`src/rtl/commit_trace_emitter_if.sv`:
```
// Valid/ready trace stream carrying one tagged 32-bit beat of a commit record.
// The emitter drives the master side; the capture sink owns ready.
interface commit_trace_emitter_if;
    logic        valid;
    logic        ready;
    logic [31:0] data;
    logic [5:0]  tag;
    logic        last;

    modport master (output valid, output data, output tag, output last, input ready);
    modport slave  (input valid, input data, input tag, input last, output ready);
endinterface

```
`src/rtl/commit_trace_emitter.sv`:
```
// Commit trace emitter: on each retired instruction, holds the CPU and streams
// pc, instruction word and the first NUM_REGS GPRs as a tagged record.
module commit_trace_emitter #(
    parameter int unsigned NUM_REGS = 32,
    parameter int unsigned CNT_W    = 32
) (
    input  logic                   clk_in,
    input  logic                   reset,
    input  logic                   commit,
    input  logic [31:0]            commit_pc,
    input  logic [31:0]            commit_instr,
    output logic                   cpu_hold,
    output logic [4:0]             dbg_raddr,
    input  logic [31:0]            dbg_rdata,
    commit_trace_emitter_if.master trace,
    output logic [CNT_W-1:0]       commit_count,
    output logic                   overflow
);

    localparam int unsigned IDX_W  = 5;
    localparam int unsigned TAG_W  = 6;
    localparam int unsigned DATA_W = 32;
    localparam logic [IDX_W-1:0] LAST_IDX = IDX_W'(NUM_REGS - 1);

    typedef enum logic [1:0] {
        S_IDLE,
        S_PC,
        S_INSTR,
        S_REG
    } state_t;

    state_t              state;
    logic [IDX_W-1:0]    idx;
    logic [DATA_W-1:0]   pc_q;
    logic [DATA_W-1:0]   instr_q;
    logic                hold_q;
    logic                valid_q;
    logic [TAG_W-1:0]    tag_q;
    logic                last_q;
    logic [DATA_W-1:0]   data_c;
    logic                fire;

    assign fire = valid_q & trace.ready;

    // Record sequencer; hold and valid track "state != S_IDLE" as registered bits.
    always_ff @(posedge clk_in or posedge reset) begin
        if (reset) begin
            state        <= S_IDLE;
            idx          <= '0;
            pc_q         <= '0;
            instr_q      <= '0;
            hold_q       <= 1'b0;
            valid_q      <= 1'b0;
            tag_q        <= '0;
            last_q       <= 1'b0;
            commit_count <= '0;
            overflow     <= 1'b0;
        end else begin
            case (state)
                S_IDLE: begin
                    if (commit) begin
                        state        <= S_PC;
                        pc_q         <= commit_pc;
                        instr_q      <= commit_instr;
                        commit_count <= commit_count + CNT_W'(1);
                        hold_q       <= 1'b1;
                        valid_q      <= 1'b1;
                        tag_q        <= '0;
                        last_q       <= 1'b0;
                        idx          <= '0;
                    end
                end
                S_PC: begin
                    if (fire) begin
                        state <= S_INSTR;
                        tag_q <= TAG_W'(1);
                    end
                end
                S_INSTR: begin
                    if (fire) begin
                        state  <= S_REG;
                        idx    <= '0;
                        tag_q  <= TAG_W'(2);
                        last_q <= (LAST_IDX == '0);
                    end
                end
                S_REG: begin
                    if (fire) begin
                        if (idx == LAST_IDX) begin
                            state   <= S_IDLE;
                            idx     <= '0;
                            hold_q  <= 1'b0;
                            valid_q <= 1'b0;
                            tag_q   <= '0;
                            last_q  <= 1'b0;
                        end else begin
                            idx    <= idx + IDX_W'(1);
                            tag_q  <= tag_q + TAG_W'(1);
                            last_q <= ((idx + IDX_W'(1)) == LAST_IDX);
                        end
                    end
                end
                default: begin
                    state <= S_IDLE;
                end
            endcase

            // A commit seen while a record is in flight is dropped but remembered.
            if (commit && (state != S_IDLE)) begin
                overflow <= 1'b1;
            end
        end
    end

    // Register beats pass the debug port straight through; the CPU is frozen so it is stable.
    always_comb begin
        data_c = '0;
        case (state)
            S_PC:    data_c = pc_q;
            S_INSTR: data_c = instr_q;
            S_REG:   data_c = dbg_rdata;
            default: data_c = '0;
        endcase
    end

    assign cpu_hold    = hold_q;
    assign dbg_raddr   = idx;
    assign trace.valid = valid_q;
    assign trace.data  = data_c;
    assign trace.tag   = tag_q;
    assign trace.last  = last_q;

endmodule

```
`src/flat_wrapper.sv`:
```
// flat-port wrapper written by rule: the top's interface ports become plain ports
module commit_trace_emitter_flat 
#(
    parameter int unsigned NUM_REGS = 32,
    parameter int unsigned CNT_W    = 32
)
  (clk_in, reset, commit, commit_pc, commit_instr, cpu_hold, dbg_raddr, dbg_rdata, commit_count, overflow, trace_valid, trace_data, trace_tag, trace_last, trace_ready);
  commit_trace_emitter_if trace_i ();
  input  logic clk_in;
  input  logic reset;
  input  logic commit;
  input  logic [31:0] commit_pc;
  input  logic [31:0] commit_instr;
  output logic cpu_hold;
  output logic [4:0] dbg_raddr;
  input  logic [31:0] dbg_rdata;
  output logic [CNT_W-1:0] commit_count;
  output logic overflow;
  output wire logic [$bits(trace_i.valid)-1:0] trace_valid;
  output wire logic [$bits(trace_i.data)-1:0] trace_data;
  output wire logic [$bits(trace_i.tag)-1:0] trace_tag;
  output wire logic [$bits(trace_i.last)-1:0] trace_last;
  input wire logic [$bits(trace_i.ready)-1:0] trace_ready;
  assign trace_valid = trace_i.valid;
  assign trace_data = trace_i.data;
  assign trace_tag = trace_i.tag;
  assign trace_last = trace_i.last;
  assign trace_i.ready = trace_ready;
  commit_trace_emitter #(.NUM_REGS(NUM_REGS), .CNT_W(CNT_W)) u_core (.clk_in(clk_in), .reset(reset), .commit(commit), .commit_pc(commit_pc), .commit_instr(commit_instr), .cpu_hold(cpu_hold), .dbg_raddr(dbg_raddr), .dbg_rdata(dbg_rdata), .trace(trace_i), .commit_count(commit_count), .overflow(overflow));
endmodule
```
`config.mk`:
```
export PLATFORM = sky130hd
export DESIGN_NAME = commit_trace_emitter_flat
export DESIGN_NICKNAME = d
export VERILOG_FILES = /design/src/rtl/commit_trace_emitter_if.sv /design/src/rtl/commit_trace_emitter.sv /design/src/flat_wrapper.sv
export SDC_FILE = /design/constraint.sdc
export NUM_CORES = 1
export LEC_CHECK = 0
export CORE_ASPECT_RATIO = 1.4
export CORE_UTILIZATION = 46
export DETAILED_ROUTE_END_ITERATION = 8
export GPL_TIMING_DRIVEN = 0
export MAX_ROUTING_LAYER = met4
export PLACE_DENSITY = 0.82
export SLEW_MARGIN = 20
export SYNTH_ARGS = -nofsm -noshare
export SYNTH_HDL_FRONTEND = slang
export SYNTH_SLANG_ARGS = --single-unit
```
`constraint.sdc`:
```
create_clock -name clk_in -period 4.65 [get_ports clk_in]
set_input_delay 1.1625 -clock clk_in [delete_from_list [all_inputs] [get_ports clk_in]]
set_output_delay 1.1625 -clock clk_in [all_outputs]
set_load 0.01 [all_outputs]
```
==> flow_metrics.env, run 1 <==
export IMPL_regArea_um2=2800
export IMPL_ir_worst_vdd_v=0.000157
export IMPL_hp_class="flip-flop to flip-flop"
export IMPL_die_h_um=128
export IMPL_clockPowerShare=0.428
export IMPL_grtUsageTotal=0.272
export IMPL_ios=179
export IMPL_arrival_ns=2.92
export IMPL_tightest_slew_ns=0.649
export IMPL_post_cts_setup_buffers=0
export IMPL_r2r_start="u_core.state[1]"
export IMPL_netSwitchingFraction=0.219
export IMPL_final_core_util=0.687
export IMPL_setup_violations=0
export IMPL_ys_seq_elements=112
export IMPL_cp_endpoint="trace_data[12]"
export IMPL_power_density_nw_per_um2=251
export IMPL_final_cell_mix="nand2_1 (220), clkdlybuf4s50_1 (178), dfrtp_1 (112), nor2_1 (51), a222oi_1 (32)"
export IMPL_clk_latency_ns=0.35
export IMPL_setup_tns_ns=0
export IMPL_dr_pass1_iters=6
export IMPL_timing_final_crit_share=0.878
export IMPL_grt_pass1_vias=4983
export IMPL_timing_hold_ws_ns=0.479
export IMPL_io_buffer_count=178
export IMPL_place_hpwl_um=11100
export IMPL_fmax_ghz=0.245
export IMPL_path_class="flip-flop to output pin"
export IMPL_cpMostUsedCell="clkbuf_1"
export IMPL_fin_nets=881
export IMPL_top_layer="met4"
export IMPL_met1_length_um=5960
export IMPL_setup_worst_path_start="u_core.state[1]"
export IMPL_crit_chain="inv_1, ha_1, clkbuf_1, clkbuf_1, a222oi_1, nor2_1, clkdlybuf4s50_1"
export IMPL_dp_slack_ns=0.945
export IMPL_endpoint_kind="output pin"
export IMPL_ys_warn_count=0
export IMPL_p_seq_frac=0.513
export IMPL_fin_crit_ns=4.08
export IMPL_cts_clk_slew_worst_paths_ns=0.07
export IMPL_synth_top_area_frac=0.535
export IMPL_clockBufferDepth=2
export IMPL_ys_flop_type="dfrtp_1"
export IMPL_grt_antenna_before_repair=0
export IMPL_drc=0
export IMPL_coreArea_um2=11000
export IMPL_startpoint_type="flip-flop"
export IMPL_synth_async_reset_ratio=1.00
export IMPL_leakagePower_uw=0.00359
export IMPL_gp_congestion=0.881
export IMPL_ctsRootBufferMaster="clkbuf_16"
export IMPL_htree_levels=3
export IMPL_cts_hold_buf=0
export IMPL_cts_repair_resized=0
export IMPL_yosys_top_cells_area="dfrtp_1 (54%), nand2_1 (16%), a222oi_1 (6.1%)"
export IMPL_dieArea_um2=11800
export IMPL_cts_buffers=9
export IMPL_synth_edf_count=0
export IMPL_setup_slack_ns=0.566
export IMPL_yosys_area_top_type="dfrtp_1"
export IMPL_hold_depth=2
export IMPL_final_layout_size_suffix_gt1_frac=0.0322
export IMPL_slowest_stage="clkdlybuf4s50_1"
export IMPL_hold_viol=0
export IMPL_r2r_end="u_core.commit_count[1]"
export IMPL_wl_met2_um=7870
export IMPL_multiInputGateArea_um2=2270
export IMPL_rows=45
export IMPL_max_stage_delay_ns=0.57
export IMPL_syn_avg_cell_area_um2=9.01
export IMPL_drt_iter0_markers=500
export IMPL_grt_pass1_wl_um=24400
export IMPL_vias=4973
export IMPL_syn_cell_area_um2=5240
export IMPL_layout_commonest_cell="nand2_1"
export IMPL_internal_power_uw=1480
export IMPL_syn_to_final_growth_pct=44.0
export IMPL_cts_tree="built"
export IMPL_cp_required_ns=3.49
export IMPL_fillers=882
export IMPL_seq_area_frac_synth=0.535
export IMPL_status="finished clean"
export IMPL_gr_total_overflow=0
export IMPL_syn_num_nets=691
export IMPL_power_frac_comb=0.058
export IMPL_die_x_um=92.2
export IMPL_start_util=0.477
export IMPL_vias_per_cell=5.42
export IMPL_maxCapViolCount=0
export IMPL_critPathMaxFanout=10
export IMPL_postRouteAntennaNets=0
export IMPL_fin_total_pwr_uw=1900
export IMPL_r2r_slack_ns=2.21
export IMPL_netSwitchingPower_uw=415
export IMPL_grt_setup_unrepaired="no"
export IMPL_synthCells=581
export IMPL_yosysUniqueCellTypes=37
export IMPL_slew_headroom=0.568
export IMPL_clock_sinks=112
export IMPL_slew_violations=0
export IMPL_grt_max_degree=74
export IMPL_finClkSkew_ns=0.00948
export IMPL_met3_length_um=917
export IMPL_post_drt_wl_per_cell_um=16.5
export IMPL_insertedDiodeCount=0
export IMPL_drt_total_wl_um=15100
export IMPL_rr_worst_depth=8
==> worst min-delay path by stage <==
stage / from / to
floorplan: u_core.instr_q[15] / u_core.instr_q[15]
CTS: u_core.overflow / u_core.overflow
detailed placement: u_core.instr_q[1] / u_core.instr_q[1]
finish: u_core.instr_q[1] / u_core.instr_q[1]
global route: u_core.overflow / u_core.overflow
global placement: u_core.commit_count[31] / u_core.commit_count[31]
==> through the flow <==
stage / area (um^2) / instances
5_1_grt: 7540 / 917
3_3_place_gp: 7200 / 900
2_1_floorplan: 5240 / 581
4_1_cts: 7540 / 917
3_5_place_dp: 7230 / 901
6_report: 7540 / 917
==> critical path: cells and delay by family, from the launching register on <==
family,cells,cell delay (ns)
AOI/OAI and AO/OA,1,0.19
adders and majority gates,1,0.17
buffers and inverters,4,1.59
DFF,1,0.43
and+or+nand+nor,1,0.20
==> flip-flops by register name, indices dropped and copies added, names as in the netlist <==
signal / flops
u_core.commit_count: 32
u_core.state: 2
u_core.pc_q: 32
u_core.dbg_raddr: 5
u_core.trace.last: 1
u_core.instr_q: 32
u_core.overflow: 1
u_core.cpu_hold: 1
u_core.trace.tag: 6
==> cell type report <==
class,count,area share
flip-flops and latches,112,0.372
multi-input cells,427,0.301
repair buffers,179,0.240
clock buffers,9,0.0299
well taps,141,0.0234
plain buffers,33,0.0171
clock inverters,7,0.0116
inverters,9,0.00514
==> layer usage <==
| layer | up-vias | GRT usage |
|---|---|---|
| met1 | 2383 | 0.324 |
| met2 | 235 | 0.464 |
| met3 | 30 | 0.0380 |
| li1 | 2325 | - |
| met5 | - | - |
| met4 | 0 | 0.112 |
==> cells by family (layout without fill, tap and decap cells) <==
logic type,after synthesis,in the layout,synth area share
AOI/OAI and AO/OA,58,58,0.0891
xor gates and xnor gates,32,32,0.0535
adders and majority gates,10,10,0.0239
buffers and inverters,42,237,0.0311
DFF,112,112,0.535
muxes,2,2,0.00430
and+or+nand+nor,325,325,0.263
==> Yosys cell counts (2+ instances only) <==
| cell type | count |
|---|---|
| xnor2_1 | 21 |
| nor3_1 | 6 |
| buf_1 | 4 |
| dfrtp_1 | 112 |
| nor2b_1 | 2 |
| nor2_1 | 51 |
| nand3_1 | 10 |
| or3_1 | 2 |
| nand2b_1 | 6 |
| and4_1 | 2 |
| clkbuf_1 | 27 |
| inv_1 | 9 |
| nand4_1 | 10 |
| or2_1 | 4 |
| and3_1 | 4 |
| ha_1 | 10 |
| a21oi_1 | 4 |
| and2_1 | 2 |
| a222oi_1 | 32 |
| xor2_1 | 11 |
| o31ai_1 | 3 |
| o21ai_0 | 7 |
| o21ai_1 | 9 |
| nand2_1 | 220 |
==> power groups by stage <==
stage	clock network, uW	registers, uW	logic (uW)
after CTS	819	973	112
after global routing	861	973	119
final	812	973	111
after global placement	0	993	107
after detailed placement	0	992	111
after floorplan	0	993	15.0
Note: power is estimated with default switching activity, not from simulation.
==> inputs of run 2 (changes only) <==
Settings changed: CORE_UTILIZATION 46 to 35, CTS_BUF_LIST set to sky130_fd_sc_hd__clkbuf_4 sky130_fd_sc_hd__clkbuf_8, PLACE_DENSITY 0.82 to 0.65.
==> flow_metrics.env, run 2 (synthesis results as in run 1) <==
export IMPL_status="finished clean"
export IMPL_die_h_um=147
export IMPL_fillers=1362
export IMPL_ir_worst_vdd_v=0.000193
export IMPL_dr_pass1_iters=5
export IMPL_critPathMaxFanout=10
export IMPL_worstHoldStart="u_core.overflow"
export IMPL_die_x_um=105
export IMPL_gp_congestion=0.826
export IMPL_slew_violations=0
export IMPL_gr_total_overflow=0
export IMPL_vias=4851
export IMPL_placed_area_um2=7290
export IMPL_insertedDiodeCount=0
export IMPL_hp_class="flip-flop to flip-flop"
export IMPL_arrival_ns=2.92
export IMPL_htree_levels=3
export IMPL_grt_max_degree=59
export IMPL_cts_repair_resized=0
export IMPL_regArea_um2=2800
export IMPL_drc=0
export IMPL_clockBufferDepth=2
export IMPL_cts_hold_buf=0
export IMPL_layout_commonest_cell="nand2_1"
export IMPL_cts_buffers=9
export IMPL_grt_pass1_vias=4857
export IMPL_dp_cells=949
export IMPL_start_util=0.361
export IMPL_timing_final_crit_share=0.879
export IMPL_reg_largest_list="u_core.commit_count (32), u_core.instr_q (32), u_core.pc_q (32)"
export IMPL_coreArea_um2=14500
export IMPL_r2r_end="u_core.instr_q[26]"
export IMPL_rr_worst_depth=8
export IMPL_grt_setup_unrepaired="no"
export IMPL_ios=179
export IMPL_stdcell_area_um2=7490
export IMPL_fin_nets=881
export IMPL_met3_usage=0.0390
export IMPL_multiInputGateArea_um2=2270
export IMPL_post_cts_setup_buffers=0
export IMPL_drt_total_wl_um=15900
export IMPL_layoutNonFillerInstCount=965
export IMPL_final_layout_size_suffix_gt1_frac=0.0322
export IMPL_path_class="flip-flop to output pin"
export IMPL_io_buffer_count=178
export IMPL_leakagePower_uw=0.00354
export IMPL_cp_required_ns=3.49
export IMPL_final_cell_mix="nand2_1 (220), clkdlybuf4s50_1 (178), dfrtp_1 (112), nor2_1 (51), a222oi_1 (32)"
export IMPL_dieArea_um2=15500
export IMPL_cts_tree="built"
export IMPL_finClkSkew_ns=0.0100
export IMPL_slew_headroom=0.540
export IMPL_hold_depth=1
export IMPL_hold_end="u_core.overflow"
export IMPL_clock_sinks=112
export IMPL_met2_usage=0.369
export IMPL_met1_usage=0.268
export IMPL_fmax_ghz=0.245
export IMPL_maxCapViolCount=0
export IMPL_final_core_util=0.516
export IMPL_tightest_slew_ns=0.690
export IMPL_fin_crit_ns=4.09
export IMPL_cts_clk_slew_worst_paths_ns=0.10
export IMPL_endpoint_kind="output pin"
export IMPL_vias_per_cell=5.03
export IMPL_place_hpwl_um=11900
export IMPL_ctsRootBufferMaster="clkbuf_8"
export IMPL_grtUsageTotal=0.218
export IMPL_grt_antenna_before_repair=0
export IMPL_r2r_start="u_core.state[1]"
export IMPL_rows=52
export IMPL_setup_violations=0
export IMPL_syn_to_final_growth_pct=43.0
export IMPL_grt_busiest_layer="met2"
export IMPL_clk_latency_ns=0.38
export IMPL_startpoint_type="flip-flop"
export IMPL_drt_iter0_markers=364
export IMPL_power_density_nw_per_um2=226
export IMPL_r2r_slack_ns=2.15
export IMPL_post_drt_wl_per_cell_um=16.4
export IMPL_hold_viol=0
export IMPL_postRouteAntennaNets=0
export IMPL_grt_pass1_wl_um=25400
run 2: how the worst max path moves through the flow:
| stage | from | end | slack [ns] | cells after the start |
|---|---|---|---|---|
| 2_1_floorplan | reset | u_core.commit_count[0] | 0.53 | 1 |
| 3_3_place_gp | reset | u_core.pc_q[19] | -1.10 | 2 |
| 3_5_place_dp | dbg_rdata[7] | trace_data[7] | 0.93 | 4 |
| 4_1_cts | u_core.state[0] | trace_data[4] | 0.51 | 7 |
| 5_1_grt | u_core.state[0] | trace_data[10] | 0.28 | 7 |
| 6_report | u_core.state[1] | trace_data[4] | 0.56 | 7 |
run 2: final cells by class:
cell class              instances  area share
multi-input cells             427       0.303
clock inverters                 7      0.0107
repair buffers                179       0.241
well taps                     189      0.0316
clock buffers                   9      0.0165
flip-flops and latches        112       0.374
plain buffers                  33      0.0172
inverters                       9     0.00518
run 2: through the flow:
step / setup slack (ns) / hold WS, ns / TNS, ns / power [uW]
2_1_floorplan: 0.528 / 0.445 / 0 / 1010
3_3_place_gp: -1.10 / 0.443 / -122.93 / 1100
3_5_place_dp: 0.926 / 0.446 / 0 / 1100
4_1_cts: 0.513 / 0.470 / 0 / 1710
5_1_grt: 0.285 / 0.490 / 0 / 1760
6_report: 0.563 / 0.466 / 0 / 1700
run 2: power by group:
| group | internal, uW | leakage [uW] | total (uW) | switching (uW) |
|---|---|---|---|---|
| Combinational | 75.7 | 0.00189 | 111 | 35.1 |
| Sequential | 973 | 0.00155 | 973 | 0.0000000000000194 |
| Clock | 256 | 0.000102 | 613 | 356 |
run 2: metal layers:
layer,wire length (um),share of wire,vias up
met5,0,0,-
met4,176,0.011,0
met3,894,0.056,14
met2,8110,0.51,175
met1,6680,0.42,2333
li1,-,-,2329
run 2: critical path, cell delays in order, from the launching register on:
cell and delay [ns]:
dfrtp_1 0.45, inv_1 0.17, ha_1 0.18, clkbuf_1 0.28, clkbuf_1 0.56, a222oi_1 0.18, nor2_1 0.17, clkdlybuf4s50_1 0.56
==> inputs of run 3 (changes only) <==
Settings changed: ABC_CLOCK_PERIOD_IN_PS set to 4650, CORE_MARGIN set to 2.
==> flow_metrics.env, run 3 (synthesis results as in run 1) <==
export IMPL_timing_final_crit_share=0.901
export IMPL_grt_pass1_wl_um=25000
export IMPL_r2r_slack_ns=2.13
export IMPL_gr_total_overflow=0
export IMPL_fmax_ghz=0.239
export IMPL_gp_congestion=0.866
export IMPL_start_util=0.359
export IMPL_final_core_util=0.512
export IMPL_die_h_um=149
export IMPL_clockBufferDepth=2
export IMPL_hold_viol=0
export IMPL_postRouteAntennaNets=0
export IMPL_final_layout_size_suffix_gt1_frac=0.0310
export IMPL_insertedDiodeCount=0
export IMPL_layout_commonest_cell="nand2_1"
export IMPL_critPathMaxFanout=10
export IMPL_grtUsageTotal=0.206
export IMPL_slew_violations=0
export IMPL_timing_hold_ws_ns=0.465
export IMPL_dr_pass1_iters=6
export IMPL_reg_largest_list="u_core.commit_count (32), u_core.instr_q (32), u_core.pc_q (32)"
export IMPL_dp_cells=949
export IMPL_setup_tns_ns=0
export IMPL_dieArea_um2=16000
export IMPL_arrival_ns=3.03
export IMPL_grt_pass1_vias=4890
export IMPL_power_density_nw_per_um2=219
export IMPL_ir_worst_vdd_v=0.000120
export IMPL_endpoint_kind="output pin"
export IMPL_die_x_um=107
export IMPL_cp_required_ns=3.49
export IMPL_ios=179
export IMPL_grt_setup_unrepaired="no"
export IMPL_clock_sinks=112
export IMPL_drc=0
export IMPL_cts_tree="built"
export IMPL_coreArea_um2=14600
export IMPL_htree_levels=3
export IMPL_path_class="flip-flop to output pin"
export IMPL_post_drt_wl_per_cell_um=16.6
export IMPL_drt_total_wl_um=16000
export IMPL_drt_iter0_markers=417
export IMPL_tightest_slew_ns=0.759
export IMPL_post_cts_setup_buffers=0
export IMPL_io_buffer_count=178
export IMPL_maxCapViolCount=0
export IMPL_ctsRootBufferMaster="clkbuf_8"
export IMPL_grt_max_degree=72
export IMPL_clk_latency_ns=0.37
export IMPL_vias=4847
export IMPL_grt_antenna_before_repair=0
export IMPL_setup_violations=0
export IMPL_cts_buffers=9
export IMPL_dp_slack_ns=0.833
export IMPL_cts_repair_resized=0
export IMPL_final_cell_mix="nand2_1 (220), clkdlybuf4s50_1 (178), dfrtp_1 (112), nor2_1 (51), a222oi_1 (32)"
export IMPL_layoutNonFillerInstCount=964
export IMPL_vias_per_cell=5.03
export IMPL_leakagePower_uw=0.00352
export IMPL_rows=52
export IMPL_hp_class="flip-flop to flip-flop"
export IMPL_startpoint_type="flip-flop"
export IMPL_syn_to_final_growth_pct=42.5
export IMPL_cts_hold_buf=0
export IMPL_fin_nets=881
export IMPL_slew_headroom=0.494
export IMPL_fin_crit_ns=4.19
export IMPL_cts_clk_slew_worst_paths_ns=0.10
export IMPL_finClkSkew_ns=0.0105
export IMPL_status="finished clean"
export IMPL_setup_slack_ns=0.458
export IMPL_place_hpwl_um=12000
==> run 3: changes by cell type in the layout (fill, tap and decap cells not counted) <==
| cell | previous run | this run |
|---|---|---|
| clkinv_2 | 1 | 0 |
| inv_6 | 2 | 3 |
| clkinvlp_4 | 1 | 3 |
| bufinv_16 | 1 | 0 |
| clkinv_4 | 2 | 0 |
| inv_8 | 1 | 0 |
| clkbuf_8 | 9 | 10 |
==> run 3: worst paths after layout <==
check                                           end            start  cells past startpoint
worst max-delay path                 trace_data[10]  u_core.state[0]                      7
worst min-delay path                u_core.overflow  u_core.overflow                      1
worst max register to register   u_core.instr_q[15]  u_core.state[0]                      8
worst min register to register      u_core.overflow  u_core.overflow                      1
max in group asynchronous        u_core.instr_q[31]            reset                      3
min in group asynchronous       u_core.trace.tag[4]            reset                      2
==> run 3: worst max-delay path, cell delays in order (launching register included) <==
cell and delay, ns:
dfrtp_1 0.44, inv_1 0.17, ha_1 0.17, clkbuf_1 0.34, clkbuf_1 0.63, a222oi_1 0.19
nor2_1 0.16, clkdlybuf4s50_1 0.55
==> run 3: power by group <==
part,internal [uW],leakage [uW],switching [uW],total (uW)
registers,973,0.00155,0.0000000000000191,973
clock network,211,0.0000814,337,548
logic,75.6,0.00189,34.3,110
total,1260,0.00352,371,1630
==> run 3: per-stage QoR <==
stage | total power, uW | cell area [um^2]
4_1_cts | 1650 | 7470
3_5_place_dp | 1100 | 7290
2_1_floorplan | 1010 | 5240
6_report | 1630 | 7470
3_3_place_gp | 1100 | 7260
5_1_grt | 1700 | 7470
==> run 3: layout make-up <==
type,count,area (um^2)
Timing Repair Buffer,179,1810
Sequential cell,112,2800
Multi-Input combinational cell,427,2270
Clock inverter,5,40.0
Tap cell,189,236
Buffer,33,129
Clock buffer,10,138
Fill cell,1384,7110
Inverter,9,38.8
==> run 3: layer usage <==
| metal | track usage | share of wire | vias to the layer above |
|---|---|---|---|
| li1 | - | - | 2323 |
| met1 | 0.255 | 0.43 | 2366 |
| met5 | - | 0 | - |
| met2 | 0.356 | 0.51 | 149 |
| met4 | 0.0519 | 0.012 | 0 |
| met3 | 0.0306 | 0.048 | 9 |
